===== config.mk =====
export PLATFORM = sky130hd
export DESIGN_NAME = cpc_fifo_host_ctrl
export DESIGN_NICKNAME = d
export VERILOG_FILES = /design/src/rtl/cpc_fifo_host_ctrl.sv
export SDC_FILE = /design/constraint.sdc
export NUM_CORES = 1
export LEC_CHECK = 0
export BUFFER_PORTS_ARGS = -buffer_cell sky130_fd_sc_hd__clkbuf_2
export CAP_MARGIN = 25
export CELL_PAD_IN_SITES_DETAIL_PLACEMENT = 0
export CELL_PAD_IN_SITES_GLOBAL_PLACEMENT = 1
export CORE_MARGIN = 5
export CORE_UTILIZATION = 30
export DETAILED_ROUTE_END_ITERATION = 7
export PLACE_DENSITY_LB_ADDON = 0.1
export RECOVER_POWER = 50
export REMOVE_ABC_BUFFERS = 1
export SYNTH_ARGS = -nofsm -noshare
export SYNTH_HDL_FRONTEND = slang
export SYNTH_SLANG_ARGS = --single-unit

===== constraint.sdc =====
create_clock -name CLK -period 2 [get_ports CLK]
set_input_delay 0.6 -clock CLK [delete_from_list [all_inputs] [get_ports CLK]]
set_output_delay 0.6 -clock CLK [all_outputs]
set_load 0.02 [all_outputs]

===== src/rtl/cpc_fifo_host_ctrl.sv =====
// Host-side CPC-Pi FIFO link controller: decodes Z80 I/O cycles into a data and a
// status/control port and sequences the 40105 FIFO strobes, stretching the bus with READY.
module cpc_fifo_host_ctrl #(
    parameter logic [15:0] DATA_PORT  = 16'hFD80,
    parameter logic [15:0] STAT_PORT  = 16'hFD81,
    parameter logic [15:0] ADDR_MASK  = 16'hFFFF,
    parameter int unsigned SI_CYCLES  = 2,
    parameter int unsigned SOB_CYCLES = 2,
    parameter int unsigned MR_CYCLES  = 4
) (
    input  logic        CLK,
    input  logic        RESET,
    input  logic [15:0] A,
    input  logic        IOREQ_B,
    input  logic        RD_B,
    input  logic        WR_B,
    input  logic [7:0]  D_in,
    output logic [7:0]  D_out,
    output logic        D_oe,
    input  logic        fifo_host_dir,
    input  logic        fifo_host_dor,
    output logic        host_fifo_si,
    output logic        host_fifo_sob,
    output logic        host_fifo_oeb,
    output logic        host_fifo_reset,
    output logic        READY
);

    typedef enum logic [2:0] {
        ST_IDLE,
        ST_WR_SI,
        ST_RD_DATA,
        ST_RD_SO,
        ST_RD_STAT,
        ST_MR,
        ST_WAIT_END
    } state_e;

    localparam logic [2:0] SI_LOAD  = 3'(SI_CYCLES - 1);
    localparam logic [2:0] SOB_LOAD = 3'(SOB_CYCLES - 1);
    localparam logic [2:0] MR_LOAD  = 3'(MR_CYCLES - 1);

    // Registered bus and FIFO flag inputs
    logic [15:0] a_q;
    logic        ioreq_q, rd_q, wr_q, din0_q, dir_q, dor_q;

    state_e      state_q, state_d;
    logic [2:0]  cnt_q, cnt_d;
    logic        ovf_q, ovf_d, unf_q, unf_d;
    logic        stat_rd_q, stat_rd_d;
    logic        si_q, si_d, sob_q, sob_d, oeb_q, oeb_d, mr_q, mr_d;
    logic        ready_q, ready_d, doe_q, doe_d;
    logic [7:0]  dout_q, dout_d;

    logic        hit_data, hit_stat, io_active, access, rd_act, wr_act;

    // Only bit 0 of the written byte carries meaning (master-reset request)
    logic        unused_din;
    assign unused_din = ^D_in[7:1];

    // NOTE: sequential state uses non-blocking (<=) so every flop samples pre-edge values.
    always_ff @(posedge CLK) begin
        if (RESET) begin
            a_q     <= '0;
            ioreq_q <= 1'b1;
            rd_q    <= 1'b1;
            wr_q    <= 1'b1;
            din0_q  <= 1'b0;
            dir_q   <= 1'b0;
            dor_q   <= 1'b0;
        end else begin
            a_q     <= A;
            ioreq_q <= IOREQ_B;
            rd_q    <= RD_B;
            wr_q    <= WR_B;
            din0_q  <= D_in[0];
            dir_q   <= fifo_host_dir;
            dor_q   <= fifo_host_dor;
        end
    end

    assign hit_data  = ((a_q ^ DATA_PORT) & ADDR_MASK) == 16'h0000;
    assign hit_stat  = ((a_q ^ STAT_PORT) & ADDR_MASK) == 16'h0000;
    assign rd_act    = !rd_q;
    assign wr_act    = !wr_q;
    assign io_active = !ioreq_q && (rd_act || wr_act);
    assign access    = io_active && (hit_data || hit_stat);

    // NOTE: every always_comb output gets a default first, so no path can infer a latch.
    always_comb begin
        state_d   = state_q;
        cnt_d     = cnt_q;
        ovf_d     = ovf_q;
        unf_d     = unf_q;
        stat_rd_d = stat_rd_q;
        si_d      = 1'b0;
        sob_d     = 1'b1;
        oeb_d     = 1'b1;
        mr_d      = 1'b0;
        ready_d   = 1'b1;
        doe_d     = 1'b0;
        dout_d    = dout_q;

        case (state_q)
            ST_IDLE: begin
                if (access) begin
                    if (hit_data && wr_act) begin
                        if (dir_q) begin
                            state_d = ST_WR_SI;
                            cnt_d   = SI_LOAD;
                            si_d    = 1'b1;
                            ready_d = 1'b0;
                        end else begin
                            ovf_d   = 1'b1;
                            state_d = ST_WAIT_END;
                        end
                    end else if (hit_data) begin
                        if (dor_q) begin
                            state_d = ST_RD_DATA;
                            oeb_d   = 1'b0;
                        end else begin
                            // Empty FIFO: answer 0xFF ourselves instead of enabling it
                            state_d   = ST_RD_STAT;
                            doe_d     = 1'b1;
                            dout_d    = 8'hFF;
                            unf_d     = 1'b1;
                            stat_rd_d = 1'b0;
                        end
                    end else if (rd_act) begin
                        state_d   = ST_RD_STAT;
                        doe_d     = 1'b1;
                        dout_d    = {ovf_q, unf_q, 4'b0000, dir_q, dor_q};
                        stat_rd_d = 1'b1;
                    end else if (din0_q) begin
                        state_d = ST_MR;
                        cnt_d   = MR_LOAD;
                        mr_d    = 1'b1;
                        ready_d = 1'b0;
                        ovf_d   = 1'b0;
                        unf_d   = 1'b0;
                    end else begin
                        state_d = ST_WAIT_END;
                    end
                end
            end

            ST_WR_SI: begin
                if (cnt_q == 3'd0) begin
                    state_d = ST_WAIT_END;
                end else begin
                    cnt_d   = cnt_q - 3'd1;
                    si_d    = 1'b1;
                    ready_d = 1'b0;
                end
            end

            ST_RD_DATA: begin
                if (!rd_act) begin
                    state_d = ST_RD_SO;
                    cnt_d   = SOB_LOAD;
                    sob_d   = 1'b0;
                end else begin
                    oeb_d = 1'b0;
                end
            end

            // A new access arriving here is held off until IDLE can accept it
            ST_RD_SO: begin
                ready_d = !access;
                if (cnt_q == 3'd0) begin
                    state_d = ST_IDLE;
                end else begin
                    cnt_d = cnt_q - 3'd1;
                    sob_d = 1'b0;
                end
            end

            ST_RD_STAT: begin
                if (!rd_act) begin
                    state_d = ST_IDLE;
                    if (stat_rd_q) begin
                        ovf_d = 1'b0;
                        unf_d = 1'b0;
                    end
                end else begin
                    doe_d = 1'b1;
                end
            end

            ST_MR: begin
                if (cnt_q == 3'd0) begin
                    state_d = ST_WAIT_END;
                end else begin
                    cnt_d   = cnt_q - 3'd1;
                    mr_d    = 1'b1;
                    ready_d = !access;
                end
            end

            ST_WAIT_END: begin
                if (ioreq_q) state_d = ST_IDLE;
            end

            default: state_d = ST_IDLE;
        endcase
    end

    always_ff @(posedge CLK) begin
        if (RESET) begin
            state_q   <= ST_IDLE;
            cnt_q     <= '0;
            ovf_q     <= 1'b0;
            unf_q     <= 1'b0;
            stat_rd_q <= 1'b0;
            si_q      <= 1'b0;
            sob_q     <= 1'b1;
            oeb_q     <= 1'b1;
            mr_q      <= 1'b1;
            ready_q   <= 1'b1;
            doe_q     <= 1'b0;
            dout_q    <= 8'h00;
        end else begin
            state_q   <= state_d;
            cnt_q     <= cnt_d;
            ovf_q     <= ovf_d;
            unf_q     <= unf_d;
            stat_rd_q <= stat_rd_d;
            si_q      <= si_d;
            sob_q     <= sob_d;
            oeb_q     <= oeb_d;
            mr_q      <= mr_d;
            ready_q   <= ready_d;
            doe_q     <= doe_d;
            dout_q    <= dout_d;
        end
    end

    assign host_fifo_si    = si_q;
    assign host_fifo_sob   = sob_q;
    assign host_fifo_oeb   = oeb_q;
    assign host_fifo_reset = mr_q;
    assign READY           = ready_q;
    assign D_oe            = doe_q;
    assign D_out           = dout_q;

endmodule

Yosys cells after proc, flatten, opt, wreduce, memory -nomap -nowiden
Cells that the tools add are included.
Cells by class
  $add $sub $neg: 1
  eq/ne operators: 25
  muxes and demuxes: 74
  bitwise operators: 3
  reduce and logical (&&, ||, !) cells: 22
Operators with widths (number)
  $mux W3: 18
  $mux W1: 41
  $logic_not A16 Y1: 2
  $mux W8: 3
  $ne A3 B3 Y1 const B: 8
  $reduce_and A8 Y1: 3
  $ne A2 B2 Y1 const B: 9
  $pmux W3 S6: 1
  $pmux W1 S2: 7
  $eq A3 B3 Y1 const B: 3
  $not A9 Y9: 1
  $pmux W3 S3: 1
  $not A8 Y8: 1
  $eq A3 B2 Y1 const B: 2
  $logic_not A3 Y1: 2
  $reduce_and A6 Y1: 1
  $reduce_and A5 Y1: 1
  $logic_not A1 Y1: 4
  $mux W2: 2
  $ne A2 B1 Y1 const B: 2
  $pmux W1 S4: 1
  $eq A3 B1 Y1 const B: 1
  $logic_and A1 B1 Y1: 3
  $reduce_bool A3 Y1: 1
  other kinds (6): 7
Word-level totals
  flip-flop bits (word level): 45
  input bits: 31
  output and inout port bits: 14
  word-level logic and storage cells: 144

Depth between registers and ports, before layout
  word-level depth: 7
  depth in mapped cells: 7
  gate-level depth less buffers: 7

Least setup slack after synthesis
OpenSTA, ideal clock, no wires.
  kind: register to register
  start: register a_q[5]
  end: register ready_q (netlist: READY)
  setup time: 0.122 ns
  data arrival time: 1.914 ns
  data required time: 1.878 ns
  slack: -0.036 ns
  stages on the path, launching flop included: 7
  path buffers: 1
  clock period less this slack: 2.036 ns
  cell sequence: dfxtp_1 > or4b_4 > or4_1 > buf_2 > nor2_1 > a21oi_1 > a221o_1
On the way
  longest elaborated chain between the ends: 6
  elaborated cells on any way between the ends: 11
  those cells by class: mux: 5; reduce/logical: 6
RTL lines
  start: declaration: RTL line 44  | logic [15:0] a_q;
  start signal: assignment: RTL line 64  | a_q <= '0;
  start signal: assignment: RTL line 72  | a_q <= A;
  $logic_not A16 Y1, on equally long branches: RTL line 82, 83
  $logic_or A1 B1 Y1: RTL line 87  | assign access = io_active && (hit_data || hit_stat);
  $logic_and A1 B1 Y1: RTL line 87
  $logic_not A1 Y1: RTL line 169, 196
  $mux W1: RTL line 191  | if (cnt_q == 3'd0) begin
  $pmux W1 S4 (*): RTL line 104  | case (state_q)
  end signal: assignment: RTL line 232  | ready_q <= ready_d;
  end: declaration: RTL line 52  | logic ready_q, ready_d, doe_q, doe_d;
Every way passes the cells marked *; elsewhere a longest branch is shown, timed or not.
A chain may end at the register's enable or synchronous reset.

Worst setup path in the final report
  start: register a_q[9]
  end: register cnt_q[1]
On the way
  longest elaborated chain between the ends: 5
  elaborated cells on any way between the ends: 14
  those cells by class: eq/ne: 5; mux: 3; reduce/logical: 6
RTL lines
  $logic_not A16 Y1, on equally long branches: RTL line 82, 83
  $logic_and A1 B1 Y1 / $logic_or A1 B1 Y1 (equally long branches): RTL line 107, 87
  $mux W3 / $logic_and A1 B1 Y1 (equally long branches): RTL line 107, 87
  $mux W3 / $ne A2 B2 Y1 (equally long branches)
  $pmux W3 S3 / $reduce_and A8 Y1 (equally long branches)
  end signal: assignment: RTL line 224  | cnt_q <= cnt_d;
  end: declaration: RTL line 48  | logic [2:0] cnt_q, cnt_d;
Several ways; a longest one is shown, not always the timed one. The select of a mux whose other input is x is not followed.

==> reports/metrics.cfg <==
[timing]
setup_tns_ns=-0.4776
setup_slack_ns=-0.09829
setup_viol=7
rsz0062_at_grt=yes
relSlewSlack=0.6971
skew_ns=0.004615
fmax_mhz=476.6
timing.final.hold_violations=0
tightest_slew_ns=0.4544
min_period_ns=2.098
maxSlewViolCount=0
min_period_over_period=1.049

[power]
ir_drop_v=0.0002453
power_density_mw_per_mm2=582.5
cellLeakagePower_nw=1.045
total_power_w=0.001519

[cts]
cts_buffer_depth=2
cts_hold_buf=0
clock_latency_ns=0.29
clkSinkCount=42
htree_levels=2
path_clk_slew_ns=0.08
numCtsBuffers=5
ctsRootBufferMaster=clkbuf_8
cts_tree=built

[setup_path]
path_class=reg -> reg
start_kind=flip-flop
slowest_delay_ns=0.53
cp_top_family=simple AND/OR/NAND/NOR gates
worstPathMaxFanout=4
cp-end-kind=flip-flop
cpMaxStageDelayCell=or4b_4
path_cells=or4b_4 -> or4_4 -> buf_6 -> mux2i_2 -> and3_4 -> a211oi_1
critPathArrivalTime_ns=2.27
crit_buf_inv=1
required_ns=2.17

[drt]
first_pass_iters=4
wl_per_cell_um=13.61
drtAntennaViolNets=0
vias=1682
drtIter0Drc=76
drcViolationCount=0
vias_per_cell=4.819
drt_wl_total_um=4750

[synth]
synth_common_cells=dfxtp_1, nor2b_1, nand2_1
synth_top_area_cell=dfxtp_1
synth_cells=215
synth_most_common_cell=dfxtp_1
yosysSeqAreaShare=0.4384
synthArstFlopShare=0
synth_edf_count=0
ys_ff_latch=42
ys_warn_count=0
synth.distinct_cells=53
avgSynthCellArea_um2=8.921
ys.flop_type=dfxtp_1
syn_area_mm2=0.001918
netlist.area_leader.share=0.4384
synth.area.top_cells=dfxtp_1, nor2b_1, nand2_1

[global_route]
grt_use_met2=0.2073
top_usage_layer=met2
antenna_found_initial=0
globalRouteMet1Util=0.1630
met3_usage=0.03005
grt_pass1_vias=1788
grt.overflow.total=0
grt_max_degree=15
grt_usage=0.1253
grt_pass1_wl_um=8424

[floorplanning]
core_mm2=0.006277
num_rows=29
die-area_mm2=0.008093
fp.dieW_um=89.96
ios=45
start_util=0.3056
die_h_um=89.96

[layout]
stdcell_count=349
drive_gt1_frac=0.3934
num_antenna_cells=0
postLayoutCellArea_mm2=0.002608
fin_nets=304
final_util=0.4154
syn2layout_area_growth_pct=35.94

[placement]
dpl-instance-area_mm2=0.002336
dp_hpwl_um=3724
dp.cells=340
gp_congestion=0.7595
port_buffers=37

[job]
cap_viol_max_count=0

[run_status]
outcome=finished, violations left
violations=setup timing

[worst_hold_path]
hold_class=reg -> reg

[worst min-delay path, stage by stage, from the launching register on]
cell      delay [ns]
dfxtp_1         0.32
inv_1           0.06
a221oi_2        0.05
[cell type report]
cell class / count / area (um^2)
Tap cell: 77 / 96.34
Clock inverter: 2 / 13.76
Inverter: 8 / 30.03
Clock buffer: 6 / 72.57
Timing Repair Buffer: 67 / 417.9
Sequential cell: 42 / 840.8
Multi-Input combinational cell: 147 / 1136
Fill cell: 664 / 3670
[state kept, by name, indices dropped and copies added, names as in the netlist, 3 cells and up]
| signal | cells |
|---|---|
| D_out | 5 |
| a_q | 16 |
| cnt_q | 3 |
| state_q | 3 |
[worst paths after layout]
| check | startpoint | endpoint | slack [ns] | depth (start not counted) |
|---|---|---|---|---|
| worst max-delay path | a_q[9] | cnt_q[1] | -0.1 | 6 |
| worst min register to register | unf_q | unf_q | 0.48 | 2 |
| worst min-delay path | unf_q | unf_q | 0.48 | 2 |
| worst max register to register | a_q[9] | cnt_q[1] | -0.1 | 6 |
[report_power, final]
part	internal [W]	switching, W
Sequential	0.000860	0.0000120
Clock	0.000246	0.000292
Combinational	0.0000544	0.0000538
Total	0.00116	0.000358
[routing by layer]
layer,up-vias,wire length [um]
met5,-,0
met4,0,44
met3,4,183
met2,30,2261
met1,775,2259
li1,873,-
[metrics by stage]
step	hold slack (ns)	setup slack, ns
global placement	0.4609	-0.1908
finish	0.4800	-0.09829
CTS	0.4776	-0.1323
global route	0.4877	-0.1677
detailed placement	0.4698	-0.2006
floorplan	0.4340	-0.05972
[repair_timing]
item / in CTS / in global routing
cloned: 0 / 0
setup endpoints to repair: 18 / 18
setup buffers: 0 / 1
pin swaps: 18 / 8
hold endpoints to repair: 0 / 0
gates resized for setup: 22 / 14
[placed cells by master (no fill, tap or decap), types with 3 or more instances in the layout]
cell type  synthesis  routed
nor2_1            10      10
o221a_2            4       3
o211ai_1           4       4
buf_4              3      24
nand2b_1           7       6
mux2i_2            0       3
clkbuf_1          11       3
or2_2              5       4
nor2b_1           23      23
nand2_1           17      16
a21oi_1           11       9
dfxtp_1           42      42
clkbuf_8           0       5
clkbuf_2           0      37
nor3_1             5       3
inv_1              7       7
buf_6              0       4
nand4_1            3       3
[logic make-up after synthesis]
group	count (synthesis)	share of synthesized area
AOI/OAI and AO/OA	50	0.1970
adders and majority gates	2	0.01304
buffers and inverters	26	0.05806
DFF	42	0.4384
muxes	4	0.02087
and+or+nand+nor	91	0.2727
Note: power is estimated with default switching activity, not from simulation.
